--- src/rtl/rom_port_arbiter_if.sv ---
// Request/grant/response bundle between the CPU fetch and load ports and the
// shared boot ROM, plus the ROM address/data pair.
interface rom_port_arbiter_if;
    localparam int unsigned AW = 32;
    localparam int unsigned DW = 32;

    logic          i_req;
    logic [AW-1:0] i_addr;
    logic          i_gnt;
    logic          i_rvalid;
    logic [DW-1:0] i_rdata;

    logic          d_req;
    logic [AW-1:0] d_addr;
    logic          d_gnt;
    logic          d_rvalid;
    logic [DW-1:0] d_rdata;

    logic [AW-1:0] rom_addr;
    logic [DW-1:0] rom_rdata;

    // Requester and ROM side.
    modport master (
        output i_req, i_addr, d_req, d_addr, rom_rdata,
        input  i_gnt, i_rvalid, i_rdata, d_gnt, d_rvalid, d_rdata, rom_addr
    );

    // Arbiter side.
    modport slave (
        input  i_req, i_addr, d_req, d_addr, rom_rdata,
        output i_gnt, i_rvalid, i_rdata, d_gnt, d_rvalid, d_rdata, rom_addr
    );
endinterface

--- src/rtl/rom_port_arbiter.sv ---
// Shares one combinational-read ROM between instruction fetch and data load.
// Load wins conflicts unless fetch has been denied STARVE_MAX cycles in a row.
module rom_port_arbiter #(
    parameter int unsigned STARVE_MAX = 4
) (
    input logic               clk,
    input logic               rst,
    rom_port_arbiter_if.slave bus
);
    localparam int unsigned CNT_W = 8;
    localparam int unsigned AW    = 32;
    localparam int unsigned DW    = 32;

    logic [CNT_W-1:0] starve_cnt;
    logic             i_gnt_c;
    logic             d_gnt_c;
    logic [AW-1:0]    rom_addr_c;
    logic             i_rvalid_q;
    logic             d_rvalid_q;
    logic [DW-1:0]    i_rdata_q;
    logic [DW-1:0]    d_rdata_q;

    // Grant decision; nothing is granted while reset is held.
    always_comb begin
        i_gnt_c = 1'b0;
        d_gnt_c = 1'b0;
        if (!rst) begin
            if (bus.i_req && bus.d_req) begin
                if (starve_cnt == CNT_W'(STARVE_MAX)) begin
                    i_gnt_c = 1'b1;
                end else begin
                    d_gnt_c = 1'b1;
                end
            end else if (bus.i_req) begin
                i_gnt_c = 1'b1;
            end else if (bus.d_req) begin
                d_gnt_c = 1'b1;
            end
        end
    end

    always_comb begin
        rom_addr_c = '0;
        if (i_gnt_c) begin
            rom_addr_c = bus.i_addr;
        end else if (d_gnt_c) begin
            rom_addr_c = bus.d_addr;
        end
    end

    // Counts consecutive denied fetch cycles, saturating at the threshold.
    always_ff @(posedge clk or posedge rst) begin
        if (rst) begin
            starve_cnt <= '0;
        end else if (bus.i_req && !i_gnt_c) begin
            if (starve_cnt != CNT_W'(STARVE_MAX)) begin
                starve_cnt <= starve_cnt + CNT_W'(1);
            end
        end else begin
            starve_cnt <= '0;
        end
    end

    // Capture ROM data for the winner; rdata holds until that port's next response.
    always_ff @(posedge clk or posedge rst) begin
        if (rst) begin
            i_rvalid_q <= 1'b0;
            d_rvalid_q <= 1'b0;
            i_rdata_q  <= '0;
            d_rdata_q  <= '0;
        end else begin
            i_rvalid_q <= i_gnt_c;
            d_rvalid_q <= d_gnt_c;
            if (i_gnt_c) begin
                i_rdata_q <= bus.rom_rdata;
            end
            if (d_gnt_c) begin
                d_rdata_q <= bus.rom_rdata;
            end
        end
    end

    assign bus.i_gnt    = i_gnt_c;
    assign bus.d_gnt    = d_gnt_c;
    assign bus.rom_addr = rom_addr_c;
    assign bus.i_rvalid = i_rvalid_q;
    assign bus.d_rvalid = d_rvalid_q;
    assign bus.i_rdata  = i_rdata_q;
    assign bus.d_rdata  = d_rdata_q;
endmodule

--- src/flat_wrapper.sv ---
// flat-port wrapper written by rule: the top's interface ports become plain ports
module rom_port_arbiter_flat 
#(
    parameter int unsigned STARVE_MAX = 4
)
  (clk, rst, bus_i_req, bus_i_addr, bus_d_req, bus_d_addr, bus_rom_rdata, bus_i_gnt, bus_i_rvalid, bus_i_rdata, bus_d_gnt, bus_d_rvalid, bus_d_rdata, bus_rom_addr);
  rom_port_arbiter_if bus_i ();
  input logic clk;
  input logic rst;
  input wire logic [$bits(bus_i.i_req)-1:0] bus_i_req;
  input wire logic [$bits(bus_i.i_addr)-1:0] bus_i_addr;
  input wire logic [$bits(bus_i.d_req)-1:0] bus_d_req;
  input wire logic [$bits(bus_i.d_addr)-1:0] bus_d_addr;
  input wire logic [$bits(bus_i.rom_rdata)-1:0] bus_rom_rdata;
  output wire logic [$bits(bus_i.i_gnt)-1:0] bus_i_gnt;
  output wire logic [$bits(bus_i.i_rvalid)-1:0] bus_i_rvalid;
  output wire logic [$bits(bus_i.i_rdata)-1:0] bus_i_rdata;
  output wire logic [$bits(bus_i.d_gnt)-1:0] bus_d_gnt;
  output wire logic [$bits(bus_i.d_rvalid)-1:0] bus_d_rvalid;
  output wire logic [$bits(bus_i.d_rdata)-1:0] bus_d_rdata;
  output wire logic [$bits(bus_i.rom_addr)-1:0] bus_rom_addr;
  assign bus_i.i_req = bus_i_req;
  assign bus_i.i_addr = bus_i_addr;
  assign bus_i.d_req = bus_d_req;
  assign bus_i.d_addr = bus_d_addr;
  assign bus_i.rom_rdata = bus_rom_rdata;
  assign bus_i_gnt = bus_i.i_gnt;
  assign bus_i_rvalid = bus_i.i_rvalid;
  assign bus_i_rdata = bus_i.i_rdata;
  assign bus_d_gnt = bus_i.d_gnt;
  assign bus_d_rvalid = bus_i.d_rvalid;
  assign bus_d_rdata = bus_i.d_rdata;
  assign bus_rom_addr = bus_i.rom_addr;
  rom_port_arbiter #(.STARVE_MAX(STARVE_MAX)) u_core (.clk(clk), .rst(rst), .bus(bus_i));
endmodule
--- config.mk ---
export PLATFORM = sky130hd
export DESIGN_NAME = rom_port_arbiter_flat
export DESIGN_NICKNAME = d
export VERILOG_FILES = /design/src/rtl/rom_port_arbiter_if.sv /design/src/rtl/rom_port_arbiter.sv /design/src/flat_wrapper.sv
export SDC_FILE = /design/constraint.sdc
export NUM_CORES = 1
export LEC_CHECK = 0
export ABC_AREA = 1
export BUFFER_PORTS_ARGS = -buffer_cell sky130_fd_sc_hd__clkbuf_2
export CORE_MARGIN = 2
export CORE_UTILIZATION = 47
export DETAILED_ROUTE_END_ITERATION = 7
export PLACE_DENSITY = 0.85
export RECOVER_POWER = 25
export SLEW_MARGIN = 15
export SYNTH_ARGS = -nofsm -noshare
export SYNTH_HDL_FRONTEND = slang
export SYNTH_SLANG_ARGS = --single-unit
--- constraint.sdc ---
create_clock -name clk -period 5.16 [get_ports clk]
set_input_delay 0.516 -clock clk [delete_from_list [all_inputs] [get_ports clk]]
set_output_delay 0.516 -clock clk [all_outputs]
set_load 0.05 [all_outputs]
==> results.json <==
{
  "cts_sinks": 74,
  "hold_depth": 3,
  "cts-buffers-inserted": 9,
  "cts_tree": "built",
  "synthesis.nets": 514,
  "synthDistinctLibCells": 21,
  "grt.total_usage": 0.2106,
  "final_common_cell": "clkbuf_2",
  "root_buffer": "clkbuf_8",
  "critPathKind": "input port to async pin",
  "dieArea_sq_um": 8016,
  "finalHoldViolCount": 0,
  "grt_pass1_wl_mm": 12.85,
  "cp_data_arrival_time_ns": 3.23,
  "cpMostUsedCell": "clkbuf_1",
  "viasPerCell": 4.642,
  "grt_overflow_total": 0,
  "fin_crit_ns": 3.240,
  "max_freq_mhz": 308.7,
  "cpMaxStageDelayCell": "clkbuf_1",
  "status": "complete, but fails checks",
  "p_per_area_nw_per_um2": 373.2,
  "yosysSeqAreaShare": 0.5386,
  "syn-cell-area_sq_um": 3438,
  "postCtsHoldBufs": 0,
  "cp_data_required_time_ns": 5.15,
  "regToRegStartpoint": "u_core.starve_cnt[0]",
  "core_sq_um": 7176,
  "place_congestion": 0.8801,
  "num_rows": 31,
  "yosysWarnings": 0,
  "ff2ff_path_depth": 10,
  "syn2layout_area_growth_pct": 33.84,
  "crit_buf_inv": 3,
  "final.setup.tns_ns": 0,
  "hold_ws_ns": 0.4077,
  "power_mw": 1.718,
  "finalSetupViolations": 0,
  "fin_nets": 707,
  "cpPeakStageDelay_ns": 1.65,
  "antenna_cells": 0,
  "drive_above_1_share": 0.3918,
  "dp_hpwl_mm": 6.817,
  "yosysTopAreaCellShare": 0.5386,
  "cts_buffer_depth": 2,
  "hold_path_end": "u_core.bus.i_rdata[28]",
  "slew_headroom": -0.4690,
  "worstPathMaxFanout": 43,
  "endpoint_kind": "async pin",
  "hold_path_class": "input port to register",
  "cts_resized": 0,
  "r2r-end": "u_core.starve_cnt[5]",
  "cts_setup_buffers": 0,
  "route.detailed.drc": 0,
  "vias": 3291,
  "rsz0062_at_grt": "no",
  "boundaryPins": 200,
  "finalCritPeriodShare": 0.6279,
  "min_from": "bus_rom_rdata[28]",
  "worstMarginPinSlew_ns": 2.203,
  "dr.pass1.iters": 4,
  "layout_common_cells": "clkbuf_2 (194), nand2_1 (177), dfrtp_1 (74), inv_1 (46), o21ai_0 (34)",
  "leakage_nw": 2.763,
  "worst_setup_path_start_kind": "input port",
  "cp_cell_sequence": "clkbuf_1 -> inv_1 -> clkbuf_1",
  "wl_per_cell_um": 12.51,
  "antenna_found_initial": 0,
  "grt_pass1_vias": 2729,
  "cap_violations": 1,
  "wl_mm": 8.873,
  "drv_slew": 44,
  "avgSynthCellArea_sq_um": 8.345,
  "fillers": 623,
  "die_y_um": 89.53,
  "ant_nets": 0,
  "clk_pin_slew_ns": 0.09,
  "utilization": 0.6413,
  "clk_latency_ns": 0.34,
  "yosysTopAreaCell": "dfrtp_1",
  "drt-initial-drc-count": 161,
  "synth-seq-cells": 74,
  "die_x_um": 89.53,
  "violations": "max-capacitance violations, max-slew violations",
  "synth_area_leaders": "dfrtp_1 (54%), nand2_1 (19%), o21ai_2 (5.6%)",
  "portBuffers": 199,
  "r2r_slack_ns": 3.00,
  "clock_skew_ns": 0.01275,
  "grt_start_max_net_pins": 66,
  "irDropWorstVdd_uv": 283.0,
  "synthCells": 412,
  "initial_core_util": 0.4792,
  "cp_top_family": "buffers and inverters",
  "cts_max_level": 3
}
## through the flow
step,setup WS (ns),instances,instance area (sq um)
2_1_floorplan,2.577,412,3438
3_3_place_gp,2.461,693,4429
3_5_place_dp,2.407,693,4429
4_1_cts,2.012,709,4614
5_1_grt,1.240,709,4602
6_report,1.920,709,4602
## per-layer routing
layer | global-route usage | routed length [um] | vias up
met5 | 0 | 0 | -
met4 | 0.07598 | 152 | 0
met3 | 0.06464 | 481 | 14
met2 | 0.3104 | 4346 | 107
met1 | 0.2945 | 3894 | 1516
li1 | - | - | 1654
## how the worst max path moves through the flow
stage | endpoint | cells after the start | slack (ns) | start
finish | u_core.bus.i_rdata[29] | 3 | 1.92 | rst
global route | u_core.bus.d_rdata[10] | 3 | 1.24 | rst
CTS | bus_rom_addr[8] | 10 | 2.01 | u_core.starve_cnt[0]
detailed placement | bus_rom_addr[8] | 10 | 2.41 | u_core.starve_cnt[0]
global placement | bus_rom_addr[8] | 10 | 2.46 | u_core.starve_cnt[0]
floorplan | u_core.starve_cnt[0] | 4 | 2.58 | rst
## power breakdown
group	switching (mW)	internal (mW)	total, mW	leakage (nW)
registers	0.0430	0.656	0.699	0.931
logic	0.473	0.134	0.607	1.74
clock network	0.218	0.193	0.411	0.0937
total	0.734	0.984	1.72	2.76
## Yosys cell counts
library cell    n
o21ai_1         8
nand2_1       177
o21ai_0        34
nor2_1         10
nand4_1         1
xnor2_1         1
nand3_1         4
inv_1          46
o2111ai_1       4
inv_2           1
dfrtp_1        74
buf_2           6
clkbuf_1        1
buf_4           7
o21ai_2        22
nor3_1          1
nor2_2          1
ha_1            2
nand2_2         3
buf_6           6
xor2_1          3
## area by class of cell
class,instances,area (sq um),share of cell area
clock inverter,6,47.55,0.01033
clock buffer,10,137.6,0.02991
tap,99,123.9,0.02692
sequential,74,1852,0.4024
inverter,47,176.4,0.03834
multi-input combinational,271,1256,0.2730
timing repair buffer,202,1008,0.2191
## state kept, by name (all words and copies together), names as in the netlist
register and cells:
u_core.bus.d_rdata 32, u_core.bus.i_rdata 32, u_core.bus.i_rvalid 1, u_core.starve_cnt 8, u_core.bus.d_rvalid 1
## kinds of logic (layout without fill, tap and decap cells)
logic type	count (synthesis)	in the layout	share of synthesized area
XOR/XNOR	4	4	0.01019
AND/OR/NAND/NOR	197	197	0.2205
adder cells (fa/ha/maj)	2	2	0.007277
flip-flops	74	74	0.5386
buffers and inverters	67	265	0.09607
AO/OA/AOI/OAI	68	68	0.1274
## worst reg2reg max path: cells and delay by family, from the launching register on
| family | cells | cell delay (ns) |
|---|---|---|
| fa+ha+maj | 1 | 0.19 |
| buf+inv | 2 | 0.68 |
| flops | 1 | 0.41 |
| simple gates | 7 | 0.82 |
(Power assumes the default switching activity.)
